### config.mk
export PLATFORM = sky130hd
export DESIGN_NAME = bus_clock_generator
export DESIGN_NICKNAME = d
export VERILOG_FILES = /design/src/rtl/bus_clock_generator.sv
export SDC_FILE = /design/constraint.sdc
export NUM_CORES = 1
export LEC_CHECK = 0
export ABC_AREA = 1
export ABC_CLOCK_PERIOD_IN_PS = 1810
export CELL_PAD_IN_SITES_DETAIL_PLACEMENT = 0
export CELL_PAD_IN_SITES_GLOBAL_PLACEMENT = 1
export CORE_UTILIZATION = 40
export DETAILED_ROUTE_END_ITERATION = 10
export GPL_TIMING_DRIVEN = 1
export MAX_ROUTING_LAYER = met4
export PLACE_DENSITY = 0.85
export SETUP_SLACK_MARGIN = 0.1
export SLEW_MARGIN = 20
export SYNTH_ARGS = -nofsm -noshare
export SYNTH_HDL_FRONTEND = slang
export SYNTH_SLANG_ARGS = --single-unit
### constraint.sdc
create_clock -name sys_clk -period 1.81 [get_ports sys_clk]
set_input_delay 0.181 -clock sys_clk [delete_from_list [all_inputs] [get_ports sys_clk]]
set_output_delay 0.181 -clock sys_clk [all_outputs]
set_load 0.005 [all_outputs]
### src/rtl/bus_clock_generator.sv
// ============================================================================
// Module      : bus_clock_generator
// Description : Drives a bus clock synchronous to sys_clk, producing bursts of
//               N full periods with one-cycle rise/fall strobes.
// Revision    : 1.0 - initial release
// ============================================================================
`default_nettype none

module bus_clock_generator #(
    parameter int HALF_PERIOD = 4,
    parameter bit IDLE_LEVEL  = 1'b0,
    parameter int CNT_WIDTH   = 8
) (
    input  logic                 sys_clk,
    input  logic                 sys_rst,
    input  logic                 start,
    input  logic [CNT_WIDTH-1:0] num_cycles,
    input  logic                 abort,
    output logic                 bus_clk,
    output logic                 rise_edge,
    output logic                 fall_edge,
    output logic                 busy,
    output logic                 done
);

    localparam int c_HALF_W = (HALF_PERIOD > 1) ? $clog2(HALF_PERIOD) : 1;
    localparam logic [c_HALF_W-1:0] c_HALF_MAX = c_HALF_W'(HALF_PERIOD - 1);

    typedef enum logic [0:0] {
        S_IDLE = 1'b0,
        S_RUN  = 1'b1
    } state_t;

    state_t                 r_state;
    state_t                 w_state_nxt;
    logic [c_HALF_W-1:0]    r_half;
    logic [c_HALF_W-1:0]    w_half_nxt;
    logic [CNT_WIDTH:0]     r_tog;
    logic [CNT_WIDTH:0]     w_tog_nxt;
    logic [CNT_WIDTH:0]     w_tog_inc;
    logic [CNT_WIDTH-1:0]   r_num;
    logic [CNT_WIDTH-1:0]   w_num_nxt;
    logic                   w_bus_nxt;
    logic                   w_rise_nxt;
    logic                   w_fall_nxt;
    logic                   w_busy_nxt;
    logic                   w_done_nxt;

    assign w_tog_inc = r_tog + 1'b1;

    always_ff @(posedge sys_clk or posedge sys_rst) begin
        if (sys_rst) begin
            r_state   <= S_IDLE;
            r_half    <= '0;
            r_tog     <= '0;
            r_num     <= '0;
            bus_clk   <= IDLE_LEVEL;
            rise_edge <= 1'b0;
            fall_edge <= 1'b0;
            busy      <= 1'b0;
            done      <= 1'b0;
        end else begin
            r_state   <= w_state_nxt;
            r_half    <= w_half_nxt;
            r_tog     <= w_tog_nxt;
            r_num     <= w_num_nxt;
            bus_clk   <= w_bus_nxt;
            rise_edge <= w_rise_nxt;
            fall_edge <= w_fall_nxt;
            busy      <= w_busy_nxt;
            done      <= w_done_nxt;
        end
    end

    always_comb begin
        w_state_nxt = r_state;
        w_half_nxt  = r_half;
        w_tog_nxt   = r_tog;
        w_num_nxt   = r_num;
        w_bus_nxt   = bus_clk;
        w_rise_nxt  = 1'b0;
        w_fall_nxt  = 1'b0;
        w_busy_nxt  = busy;
        w_done_nxt  = 1'b0;

        case (r_state)
            S_IDLE: begin
                if (start && !abort && (num_cycles != '0)) begin
                    w_state_nxt = S_RUN;
                    w_busy_nxt  = 1'b1;
                    w_num_nxt   = num_cycles;
                    w_half_nxt  = '0;
                    w_tog_nxt   = '0;
                end
            end
            S_RUN: begin
                if (abort) begin
                    // Forced return to idle still reports the edge it creates
                    w_state_nxt = S_IDLE;
                    w_busy_nxt  = 1'b0;
                    w_bus_nxt   = IDLE_LEVEL;
                    w_half_nxt  = '0;
                    w_tog_nxt   = '0;
                    if (bus_clk != IDLE_LEVEL) begin
                        w_rise_nxt = IDLE_LEVEL;
                        w_fall_nxt = !IDLE_LEVEL;
                    end
                end else if (r_half == c_HALF_MAX) begin
                    w_half_nxt = '0;
                    w_tog_nxt  = w_tog_inc;
                    w_bus_nxt  = ~bus_clk;
                    w_rise_nxt = ~bus_clk;
                    w_fall_nxt = bus_clk;
                    if (w_tog_inc == {r_num, 1'b0}) begin
                        w_state_nxt = S_IDLE;
                        w_busy_nxt  = 1'b0;
                        w_done_nxt  = 1'b1;
                    end
                end else begin
                    w_half_nxt = r_half + 1'b1;
                end
            end
            default: begin
                w_state_nxt = S_IDLE;
            end
        endcase
    end

endmodule

`default_nettype wire

==> results of run 1 <==
per-layer routing:
layer | part of all wire | track usage
met1 | 0.47 | 0.2487
met2 | 0.49 | 0.3265
met3 | 0.038 | 0.04478
met4 | 0.0045 | 0.05519
met5 | 0 | -
synthesized netlist by cell type:
| library cell | n | share of area |
|---|---|---|
| a21oi_1 | 2 | 0.0073 |
| a21oi_2 | 1 | 0.0064 |
| a32o_1 | 1 | 0.0073 |
| buf_2 | 1 | 0.0037 |
| clkbuf_1 | 1 | 0.0027 |
| dfrtp_1 | 25 | 0.46 |
| ha_1 | 2 | 0.018 |
| inv_1 | 26 | 0.071 |
| inv_2 | 2 | 0.0055 |
| nand2_1 | 41 | 0.11 |
| nand2_2 | 5 | 0.023 |
| nand2_4 | 1 | 0.0082 |
| nand3_1 | 24 | 0.088 |
| nand3_2 | 1 | 0.0073 |
| nand4_1 | 5 | 0.023 |
| nor2_1 | 12 | 0.033 |
| nor2_2 | 4 | 0.018 |
| nor2_8 | 1 | 0.015 |
| nor4_1 | 2 | 0.0092 |
| o211ai_1 | 1 | 0.0055 |
| o21ai_0 | 16 | 0.059 |
| o21ai_1 | 1 | 0.0037 |
| o22ai_1 | 1 | 0.0046 |
| o31ai_1 | 1 | 0.0055 |
| or2_2 | 1 | 0.0046 |
area by class of cell:
cell class | instances | area (um^2) | share of cell area
Clock buffer | 4 | 26.28 | 0.01563
Multi-Input combinational cell | 123 | 648.1 | 0.3854
Sequential cell | 25 | 626.9 | 0.3728
Timing Repair Buffer | 24 | 220.2 | 0.1310
Inverter | 28 | 105.1 | 0.06250
Tap cell | 44 | 55.05 | 0.03274
cell usage in the layout, fill, tap and decap left out, types with 2 or more instances in the layout:
master / count
nand2_1: 39
inv_1: 24
nand3_1: 24
dfrtp_1: 24
o21ai_0: 16
clkdlybuf4s50_1: 16
nor2_1: 10
buf_4: 8
nand2_2: 7
nor2_2: 5
nand4_1: 5
inv_2: 4
clkbuf_4: 3
nor4_1: 2
a21oi_2: 2
state kept, by name, summed over array words and instances, names as in the netlist:
signal,count
done,1
rise_edge,1
fall_edge,1
r_state,1
r_tog,9
r_num,8
busy,1
r_half,2
bus_clk,1
power breakdown:
group | switching, mW | internal, mW
registers | 0.0355 | 0.620
logic | 0.130 | 0.115
clock network | 0.176 | 0.0864
total | 0.342 | 0.822
what timing repair did:
| item | CTS | global route |
|---|---|---|
| endpoints found under the setup margin | 2 | 3 |
| pin swaps | 0 | 1 |
| resized for setup | 2 | 8 |
kinds of logic after synthesis:
family | after synthesis
AOI/OAI and AO/OA | 24
adders and majority gates | 2
buffers and inverters | 30
DFF | 25
and+or+nand+nor | 97
through the flow:
stage               hold slack (ns)    util  area [um^2]  setup TNS [ns]
floorplan                    0.2083       -         1366               0
global placement             0.4418  0.5179         1633        -0.01891
detailed placement           0.4775  0.5179         1633               0
CTS                          0.2014  0.5278         1664               0
global route                 0.2176  0.5333         1682               0
finish                       0.1879  0.5333         1682               0
worst max-delay path, delay by kind of cell (launching register included):
family,cells,cell delay (ns)
AND/OR/NAND/NOR,10,0.75
buffers and inverters,1,0.14
flip-flops,1,0.43
adder cells (fa/ha/maj),1,0.20
worst min path at each step:
stage,slack (ns),end,cells after the start
after floorplan,0.21,bus_clk,1
after global placement,0.44,rise_edge,1
after detailed placement,0.48,rise_edge,1
after CTS,0.20,busy,3
after global routing,0.22,r_tog[8],3
final,0.19,r_num[7],3
==> impl_metrics.py, run 1 <==
metrics = {
    "placed_design": {
        "routabilityCongestion": 0.8644,
        "numPortBuffers": 16,
        "preCtsSetupSlack_ns": 0.03393,
        "place.detailed.hpwl_um": 2398,
        "placedCellCount": 244,
    },
    "clocking": {
        "path_clk_slew_ns": 0.14,
        "clkLatencyLatePin_ns": 0.33,
        "clk_path_buf_depth": 2,
        "hold_buffers": 0,
        "cts_sinks": 25,
        "post_cts_buffers": 0,
        "cts_tree": "done",
        "cts-root-buf": "clkbuf_4",
        "numCtsBuffers": 3,
        "cts.htree.levels": 1,
    },
    "timing": {
        "setup_viol": 0,
        "clock.fmax_ghz": 0.6121,
        "rsz0062_at_grt": "no",
        "period_minus_slack_ns": 1.634,
        "slew_violations": 0,
        "fin_ws_ns": 0.1763,
        "tightestPinTransition_ns": 0.3580,
        "hold_violations": 0,
        "fin_skew_ns": 0.005064,
        "post-route-period-util": 0.9026,
        "slew_headroom": 0.7591,
    },
    "yosys": {
        "syn_area_per_cell_um2": 7.676,
        "synth_fp_nets": 192,
        "synthXorXnorAreaFrac": 0,
        "synth_top_family_by_area": "simple AND/OR/NAND/NOR gates",
        "synth-simple-area-share": 0.3416,
        "syn-cell-area_um2": 1366,
        "synth_cells": 178,
        "ys_seq_area_frac": 0.4579,
        "ys_ff_latch": 25,
        "synth.distinct_cells": 25,
        "yosysWarnings": 0,
        "synth_compound_area_frac": 0.09890,
        "synthAdderAreaFrac": 0.01832,
        "synth.area.mux_share": 0,
    },
    "floorplan": {
        "die_h_um": 60.45,
        "start_util": 0.4333,
        "ios": 17,
        "core_region_area_um2": 3153,
        "die_w_um": 60.45,
        "die-area_um2": 3654,
        "rows": 20,
    },
    "layout": {
        "layout-drive-gt1-share": 0.1765,
        "instances_no_fill": 248,
        "diodes": 0,
        "nets": 219,
        "area_delta_synth_final_pct": 23.08,
        "nFillCells": 311,
    },
    "setup_path": {
        "worst_r2r_endpoint": "r_state",
        "reg2reg_from": "r_tog[0]",
        "crit_path_end": "r_state",
        "cp-startpoint": "r_tog[0]",
        "critPathCaptureType": "flip-flop",
        "crit_chain": "ha_2 -> buf_4 -> nand3_1 -> nand2_1 -> nand2_2 -> nor2_1 -> nor2_1 -> nand2_1 -> nor2_2 -> nand2_2 -> nand2_2 -> nand2_1",
        "reg2reg_depth": 12,
        "cpPeakStageDelay_ns": 0.43,
        "critPathArrivalTime_ns": 1.86,
        "slowest_stage": "dfrtp_1",
        "cp_max_fo": 4,
        "worstPathRequired_ns": 2.04,
        "critPathKind": "reg2reg",
        "r2r_slack_ns": 0.18,
        "worst_setup_path_start_kind": "flip-flop",
    },
    "route": {
        "ant_nets": 0,
        "drc": 0,
        "dr_total_vias": 1241,
        "wire_per_inst_um": 12.56,
        "drt_iter0_drc": 100,
        "wirelength_um": 3115,
        "via_per_inst": 5.004,
        "drtPass1Iterations": 4,
    },
    "global_route": {
        "grt_first_pass_wirelength_um": 5168,
        "overflow": 0,
        "antenna_found_initial": 0,
        "grt_pass1_vias": 1169,
        "grt_max_degree": 26,
        "grt_usage": 0.1998,
    },
    "pwr": {
        "leakage_nw": 0.7953,
        "totalPowerFinal_mw": 1.163,
        "ir_drop_mv": 0.4794,
        "power_density_nw_per_um2": 691.8,
    },
    "flow_run": {
        "drv_cap": 0,
    },
    "run_status": {
        "status": "complete, no violations",
    },
    "hold_path": {
        "hp-class": "in2async",
    },
}
Power figures use the tool's default switching activity.
==> run 2, diff against run 1 <==
- ABC_CLOCK_PERIOD_IN_PS: 1810 -> 2000
- CAP_MARGIN: not set -> 20
- CORE_UTILIZATION: 40 -> 45
- CTS_BUF_LIST: not set -> sky130_fd_sc_hd__clkbuf_4 sky130_fd_sc_hd__clkbuf_8
- PLACE_DENSITY: 0.85 -> 0.94
- clock period: 1.81 -> 2 ns (I/O delays scaled with it)
==> run 2 against run 1 <==
Final cell count is 6.5% lower. Critical endpoint unchanged. Sequential share of layout area is 1.2 points higher. Setup slack better by 0.070 ns.
==> impl_metrics.py, run 2 (synthesis gave the netlist of run 1 again) <==
metrics = {
    "run_status": {
        "status": "complete, no violations",
    },
    "flow_run": {
        "drv_cap": 0,
    },
    "clocking": {
        "cts-root-buf": "clkbuf_4",
        "path_clk_slew_ns": 0.14,
        "clk_path_buf_depth": 2,
        "post_cts_resize_count": 0,
        "numCtsBuffers": 3,
        "cts_sinks": 25,
        "cts.htree.levels": 1,
        "clkLatencyLatePin_ns": 0.32,
        "hold_buffers": 0,
        "post_cts_buffers": 0,
        "cts_tree": "done",
    },
    "layout": {
        "diodes": 0,
        "layout-drive-gt1-share": 0.1244,
        "largest_reg_flops": 9,
        "instances_no_fill": 232,
        "fin_area_um2": 1624,
        "reg_top3": "r_tog (9), r_num (8), r_half (2)",
        "area_delta_synth_final_pct": 18.86,
        "fin_util": 0.5789,
        "nets": 216,
        "final_cell_mix": "41 x nand2_1, 26 x inv_1, 25 x dfrtp_1",
        "layout_commonest_cell": "nand2_1",
        "largest-register": "r_tog",
    },
    "setup_path": {
        "cp_max_fo": 5,
        "critPathTopFamily": "simple AND/OR/NAND/NOR gates",
        "reg2reg_from": "r_tog[0]",
        "worst_r2r_endpoint": "r_state",
        "worst_path_most_repeated_cell": "nor2_1",
        "worstPathRequired_ns": 2.23,
        "critPathCaptureType": "flip-flop",
        "critPathArrivalTime_ns": 1.98,
        "cpPeakStageDelay_ns": 0.43,
        "critPathKind": "reg2reg",
        "reg2reg_depth": 11,
        "path_buf_inv": 1,
        "worst_setup_path_start_kind": "flip-flop",
        "r2r_slack_ns": 0.25,
        "slowest_stage": "dfrtp_1",
        "crit_chain": "ha_1 -> nand2_1 -> inv_1 -> nor2_1 -> nor2_1 -> nor2_1 -> nand3_1 -> nor2_2 -> nand2_2 -> nand2_2 -> nand2_1",
    },
    "global_route": {
        "antenna_found_initial": 0,
        "grt_pass1_vias": 1230,
        "grt_usage": 0.2237,
        "grt_first_pass_wirelength_um": 5388,
        "overflow": 0,
        "grt_max_degree": 26,
    },
    "floorplan": {
        "start_util": 0.4871,
        "core_region_area_um2": 2805,
        "rows": 19,
        "die_h_um": 57.10,
        "ios": 17,
        "die-area_um2": 3260,
        "die_w_um": 57.10,
    },
    "pwr": {
        "totalPowerFinal_mw": 1.060,
        "ir_drop_mv": 0.4112,
        "leakage_nw": 0.7889,
        "power_density_nw_per_um2": 652.8,
    },
    "placed_design": {
        "placedCellCount": 228,
        "preCtsSetupSlack_ns": 0.1362,
        "place_area_um2": 1594,
        "numPortBuffers": 16,
        "routabilityCongestion": 0.9230,
        "place.detailed.hpwl_um": 2468,
    },
    "timing": {
        "slew_violations": 0,
        "fin_setup_tns_ns": 0,
        "post-route-period-util": 0.8767,
        "timing.hold.ws_ns": 0.2260,
        "slew_headroom": 0.6760,
        "rsz0062_at_grt": "no",
        "clock.fmax_ghz": 0.5703,
        "period_minus_slack_ns": 1.753,
        "tightestPinTransition_ns": 0.4855,
        "fin_skew_ns": 0.003497,
        "fin_ws_ns": 0.2466,
        "hold_violations": 0,
        "setup_viol": 0,
    },
    "route": {
        "drc": 0,
        "dr_total_vias": 1273,
        "via_per_inst": 5.487,
        "drtPass1Iterations": 4,
        "wirelength_um": 3171,
        "drt_iter0_drc": 67,
        "wire_per_inst_um": 13.67,
        "ant_nets": 0,
    },
    "hold_path": {
        "hp-class": "in2async",
    },
}
-- run 2: metal layers --
layer	track usage	routed length, um	share of wire
met5	-	0	0
met4	0.07317	46	0.015
met3	0.02041	97	0.031
met2	0.3882	1641	0.52
met1	0.2750	1385	0.44
-- run 2: worst max-delay path by stage --
| stage | depth (start not counted) | slack (ns) | to | startpoint |
|---|---|---|---|---|
| 2_1_floorplan | 11 | 0.43 | r_state | r_tog[0] |
| 5_1_grt | 10 | 0.14 | r_state | r_tog[0] |
| 4_1_cts | 11 | 0.24 | r_state | r_tog[0] |
| 3_5_place_dp | 8 | 0.14 | busy | num_cycles[1] |
| 3_3_place_gp | 8 | 0.14 | busy | num_cycles[0] |
| 6_report | 11 | 0.25 | r_state | r_tog[0] |
-- run 2: layout make-up --
class | instances | area, um^2
multi-input cells | 123 | 626.9
flip-flops and latches | 25 | 625.6
inverters | 28 | 105.1
repair buffers | 21 | 197.7
fillers | 273 | 1181
well taps | 31 | 38.79
clock buffers | 4 | 30.03
-- run 2: report_power, final --
part / total (mW) / internal [mW] / switching, mW
clock: 0.248 / 0.0918 / 0.156
combinational: 0.221 / 0.101 / 0.120
sequential: 0.591 / 0.561 / 0.0302
-- run 2: worst min-delay path, stage by stage --
cell and delay, ns:
clkdlybuf4s50_1 0.40, inv_1 0.06, buf_4 0.31
==> run 3, diff against run 2 <==
--- a/constraint.sdc
+++ b/constraint.sdc
@@ -3,2 +3,2 @@
 set_output_delay 0.2 -clock sys_clk [all_outputs]
-set_load 0.005 [all_outputs]
+set_load 0.1 [all_outputs]
==> run 3 against run 2 <==
Global-route usage shrank 1.5 points. Critical endpoint unchanged. Maximum frequency rose by 5.7%. Count of clock-buffer cells in the layout unchanged. Clock skew is 0.00080 ns lower. Hold slack got worse by 0.0081 ns. Clock power down 5%. Critical path type unchanged. Power grew 8.6%.
==> impl_metrics.py, run 3 (synthesis gave the netlist of run 1 again) <==
metrics = {
    "layout": {
        "largest-register": "r_tog",
        "instances_no_fill": 232,
        "reg_top3": "r_tog (9), r_num (8), r_half (2)",
        "regArea_um2": 625.6,
        "multiInputGateArea_um2": 629.4,
        "nFillCells": 248,
        "nets": 216,
        "diodes": 0,
        "fin_util": 0.5754,
        "area_delta_synth_final_pct": 18.13,
        "largest_reg_flops": 9,
        "final_cell_mix": "41 x nand2_1, 25 x inv_1, 25 x dfrtp_1",
        "layout_commonest_cell": "nand2_1",
        "layout-drive-gt1-share": 0.1592,
    },
    "global_route": {
        "grt_usage": 0.2089,
        "grt_pass1_vias": 1175,
        "grt_max_degree": 26,
        "antenna_found_initial": 0,
        "grt_first_pass_wirelength_um": 5071,
        "overflow": 0,
    },
    "timing": {
        "slew_headroom": 0.6812,
        "clock.fmax_ghz": 0.6030,
        "hold_violations": 0,
        "slew_violations": 0,
        "rsz0062_at_grt": "no",
        "period_minus_slack_ns": 1.658,
        "tightestPinTransition_ns": 0.4778,
        "post-route-period-util": 0.8292,
        "timing.hold.ws_ns": 0.2180,
        "fin_ws_ns": 0.3416,
        "setup_viol": 0,
        "fin_skew_ns": 0.002700,
        "fin_setup_tns_ns": 0,
    },
    "pwr": {
        "p_seq_frac": 0.515,
        "leakage_nw": 0.7949,
        "comb_power_share": 0.280,
        "ir_drop_mv": 0.4065,
        "p_clk_frac": 0.205,
        "switchingPower_mw": 0.4029,
        "swShare": 0.3501,
        "intPower_mw": 0.7480,
        "power_density_nw_per_um2": 713.1,
    },
    "setup_path": {
        "path_buf_inv": 1,
        "crit_chain": "ha_1 -> nand2_1 -> inv_2 -> nor2_2 -> nor2_1 -> nor2_1 -> nand3_1 -> nor2_2 -> nand2_2 -> nand2_2 -> nand2_1",
        "cp_max_fo": 5,
        "critPathKind": "reg2reg",
        "worstPathRequired_ns": 2.21,
        "critPathTopFamily": "simple AND/OR/NAND/NOR gates",
        "cpPeakStageDelay_ns": 0.41,
        "critPathArrivalTime_ns": 1.87,
        "critPathCaptureType": "flip-flop",
        "cp_num_cells": 11,
        "reg2reg_depth": 11,
        "slowest_stage": "dfrtp_1",
        "worst_setup_path_start_kind": "flip-flop",
    },
    "clocking": {
        "clk_path_buf_depth": 2,
        "numCtsBuffers": 3,
        "cts_tree": "done",
        "cts-root-buf": "clkbuf_4",
        "clkLatencyLatePin_ns": 0.31,
        "hold_buffers": 0,
        "cts_sinks": 25,
        "path_clk_slew_ns": 0.13,
        "cts.htree.levels": 1,
    },
    "floorplan": {
        "rows": 19,
        "die_h_um": 57.10,
        "die-area_um2": 3260,
        "core_region_area_um2": 2805,
        "die_w_um": 57.10,
        "ios": 17,
        "start_util": 0.4871,
    },
    "route": {
        "ant_nets": 0,
        "wirelength_um": 3028,
        "drt_iter0_drc": 62,
        "via_per_inst": 5.353,
        "wire_per_inst_um": 13.05,
        "drc": 0,
        "dr_total_vias": 1242,
        "drtPass1Iterations": 4,
    },
    "hold_path": {
        "hp-class": "in2async",
    },
    "placed_design": {
        "place.detailed.hpwl_um": 2359,
        "preCtsSetupSlack_ns": 0.1325,
        "numPortBuffers": 16,
        "placedCellCount": 228,
        "routabilityCongestion": 0.9228,
    },
    "run_status": {
        "status": "complete, no violations",
    },
    "flow_run": {
        "drv_cap": 0,
    },
}
-- run 3: layout make-up --
cell class / count / area share
Clock buffer: 4 / 0.01860
Tap cell: 31 / 0.02403
Multi-Input combinational cell: 123 / 0.3899
Sequential cell: 25 / 0.3876
Inverter: 28 / 0.06512
Timing Repair Buffer: 21 / 0.1147
-- run 3: metrics by stage --
stage	area [um^2]	power (mW)
3_3_place_gp	1582	0.9198
3_5_place_dp	1582	0.9262
4_1_cts	1612	1.168
5_1_grt	1614	1.221
6_report	1614	1.151
2_1_floorplan	1366	0.8277
-- run 3: timing repair --
item / in CTS / in global routing
buffers inserted: 0 / 0
setup endpoints to repair: 0 / 2
gates resized for setup: 0 / 2
-- run 3: worst register-to-register path: cells and delay by family, from the launching register on --
family / cells / cell delay (ns)
flops: 1 / 0.41
buf+inv: 1 / 0.09
simple gates: 9 / 0.80
fa+ha+maj: 1 / 0.26
-- run 3: worst paths after layout --
check	from	endpoint	slack [ns]
setup / recovery	r_tog[0]	r_state	0.34
hold / removal	sys_rst	rise_edge	0.22
setup reg to reg	r_tog[0]	r_state	0.34
hold reg to reg	bus_clk	rise_edge	0.48
max in group asynchronous	sys_rst	r_tog[4]	1.54
min in group sys_clk	num_cycles[7]	r_num[7]	0.46
-- run 3: metal layers --
layer  vias to the layer above  part of all wire  track usage
met5                         -                 0            -
met2                        22              0.53       0.3513
met1                       591              0.43       0.2650
met4                         0            0.0043      0.06969
met3                         2             0.026      0.02041
li1                        627                 -            -
-- run 3: power by group through the flow --
stage	Sequential, mW	Combinational, mW	Clock (mW)
global route	0.599	0.351	0.271
global placement	0.600	0.320	0
CTS	0.592	0.325	0.251
floorplan	0.706	0.122	0
finish	0.593	0.322	0.236
detailed placement	0.602	0.324	0
==> RTL change (flow settings as in run 1) <==
Remove the register `rise_edge`: a continuous assignment takes its place, so the output `rise_edge` follows one clock earlier.
--- a/src/rtl/bus_clock_generator.sv
+++ b/src/rtl/bus_clock_generator.sv
@@ -55,7 +55,6 @@
             r_tog     <= '0;
             r_num     <= '0;
             bus_clk   <= IDLE_LEVEL;
-            rise_edge <= 1'b0;
             fall_edge <= 1'b0;
             busy      <= 1'b0;
             done      <= 1'b0;
@@ -65,12 +64,13 @@
             r_tog     <= w_tog_nxt;
             r_num     <= w_num_nxt;
             bus_clk   <= w_bus_nxt;
-            rise_edge <= w_rise_nxt;
             fall_edge <= w_fall_nxt;
             busy      <= w_busy_nxt;
             done      <= w_done_nxt;
         end
     end
+
+    assign rise_edge = w_rise_nxt;
 
     always_comb begin
         w_state_nxt = r_state;
Check against the original RTL: not equivalent (Yosys sat finds a counterexample within 10 cycles, from zero or initial values and one cycle with sys_rst high).
==> RTL change against run 1 <==
  * The flow now finishes with violations (DRC)
  * Sequential cell count fell by 1
  * Synthesized cell count down 5.6%
  * Total power is 2.6% lower
  * Worst setup slack got worse by 18 ps
  * Die area fell by 6.7%
  * Fmax down 1.1%
  * Wire length barely moved
  * Worst hold slack improved by 1.1 ps
  * Final area down 2.2%
  * Sequential share of layout area down 0.75 points
  * Final cell count decreased by 2.0%
  * Area after synthesis decreased by 6.9%
  * Largest cell class is now flip-flops and latches
  * Highest routed layer unchanged
==> RTL change: results (changes against run 1) <==
Run status
  – Status: complete, but fails checks
  – Violated checks: DRC

CTS
  – CTS Buf Count: 3 (unchanged)
  – Clock root cell: clkbuf_4
  – Clock-pin slew on the worst setup and hold paths: 130 ps
  – Clock Tree Buf Depth: 2 (unchanged)
  – H-tree Lvls: 1 (unchanged)
  – Clk_lat worst skew: 310 ps (-20 ps)

Route
  – Vias/cell: 4.91 (-2.0%)
  – Wire per inst: 12.8 µm (+2.0%)
  – First drt pass iteration count: 7 (+3)
  – Initial drt markers: 43 (-57%)
  – Drt drc: 1 (+1)

Cells and area
  – Biggest regs: r_tog: 9 flops, r_num: 8 flops, r_half: 2 flops
  – Final non-filler cell total: 243 (-2.0%)
  – Synthesis-to-layout area growth: 29.2%
  – # diodes: 0 (unchanged)
  – Fillers: 297 (-4.5%)
  – Final #Nets: 215 (-1.8%)
  – Layout cells sized above 1: 16.1% (-1.6 points)

Setup path
  – Slowest CP cell: dfrtp_1
  – Crit path max-delay family: simple AND/OR/NAND/NOR gates
  – Arrival time at the worst endpoint: about 1900 ps
  – CP max FO: 3 (-1)
  – Setup crit start: r_tog[0]$_DFFE_PP0P_

Synth
  – Mux contribution to synthesized area: 0% (unchanged)
  – Yosys cell types: 20 (-20%)
  – Synth warn: 0 (unchanged)
  – Avg Synthesized Cell Area: 7.57 µm² (-1.3%)
  – Xor and xnor area share after synthesis: 0% (unchanged)
  – Sequential area share after synthesis: 47.2% (+1.4 points)
  – Synth Area in Adders: 1.97% (+0.14 points)
  – Async SR Flop Fraction: 100% (unchanged)
  – Synth Area in Compound Gates: 10.9% (+1.0 points)
  – Commonest cells in the netlist: 48 x nand2_1, 25 x inv_1, 24 x dfrtp_1, 15 x nand3_1
  – Dominant synthesized flop cell: dfrtp_1
  – Syn_nets: 182 (-5.2%)
  – Area contributors post-synth: dfrtp_1 47%, nand2_1 14%, inv_1 7.4%

Place
  – Dpl cell area: 0.00154 mm² (-5.8%)
  – Port Buffers: 16 (unchanged)
  – Post-detail-place hpwl: 2300 µm (-4.0%)
  – Post-Place Setup Slack: -89.0 ps (-123 ps)
  – Placed cells: 234 (-4.1%)
  – Placer congestion estimate: 0.792 (-8.4%)

GRT
  – Largest net degree at the start of global routing: 25 (-3.8%)
  – Total GRT Usage: 21.2% (+1.2 points)
  – Global-route wire length before repair: 5200 µm (+0.66%)
  – Vias in the first global route: 1173 (+0.34%)
  – Initial antenna violation count: 0 (unchanged)

Power and ir drop
  – P_leak: 0.777 nW (-2.3%)
  – Max rail drop VDD: 0.405 mV (-15%)

STA
  – Worst-margin pin slew: 410 ps (+51.6 ps)
  – Clock Skew: 4.10 ps (-0.965 ps)

Hold path
  – Worst Hold Class: input port to asynchronous set/reset pin
## RTL change: logic make-up after synthesis
| group | Yosys count |
|---|---|
| flops | 24 |
| buf+inv | 29 |
| fa+ha+maj | 2 |
| compound gates | 24 |
| simple gates | 89 |
## RTL change: what timing repair did
item,in CTS,in global routing
endpoints found under the setup margin,3,3
hold buffers,0,0
cloned,0,0
setup buffers,4,2
pin swaps,1,0
resized for setup,6,6
## RTL change: worst paths after layout
check / to / slack, ps / depth (start not counted)
min reg2reg: r_num[3]$_DFFE_PP0P_ / 530 / 2
max: r_state$_DFF_PP0_ / 160 / 12
min in group sys_clk: r_num[3]$_DFFE_PP0P_ / 440 / 3
max reg2reg: r_state$_DFF_PP0_ / 160 / 12
max in group asynchronous: busy$_DFFE_PP0P_ / 1370 / 3
min: bus_clk$_DFFE_PP0P_ / 190 / 3
## RTL change: layer usage
metal	global-route usage (%)	up-vias	wire length, µm
met3	3.08	4	127
met1	24.2	551	1350
met4	8.50	0	48
met2	37.3	28	1590
li1	-	609	-
met5	-	-	0
## RTL change: cell type report
type	instances	area [µm²]	share of cell area [%]
timing repair buffer	30	264	16.1
tap	44	55.1	3.35
multi-input combinational	115	601	36.5
inverter	27	101	6.16
sequential	24	601	36.5
clock buffer	3	22.5	1.37
## RTL change: worst reg2reg max path: cells and delay by family (launching register included)
kind	cells	cell delay (ps)
and+or+nand+nor	10	800
DFF	1	440
adders and majority gates	1	280
buffers and inverters	1	30
## RTL change: report_power, final
part	internal [mW]	total, mW	switching, mW
logic	0.129	0.259	0.130
registers	0.598	0.638	0.0409
clock network	0.0778	0.236	0.158
total	0.804	1.13	0.329
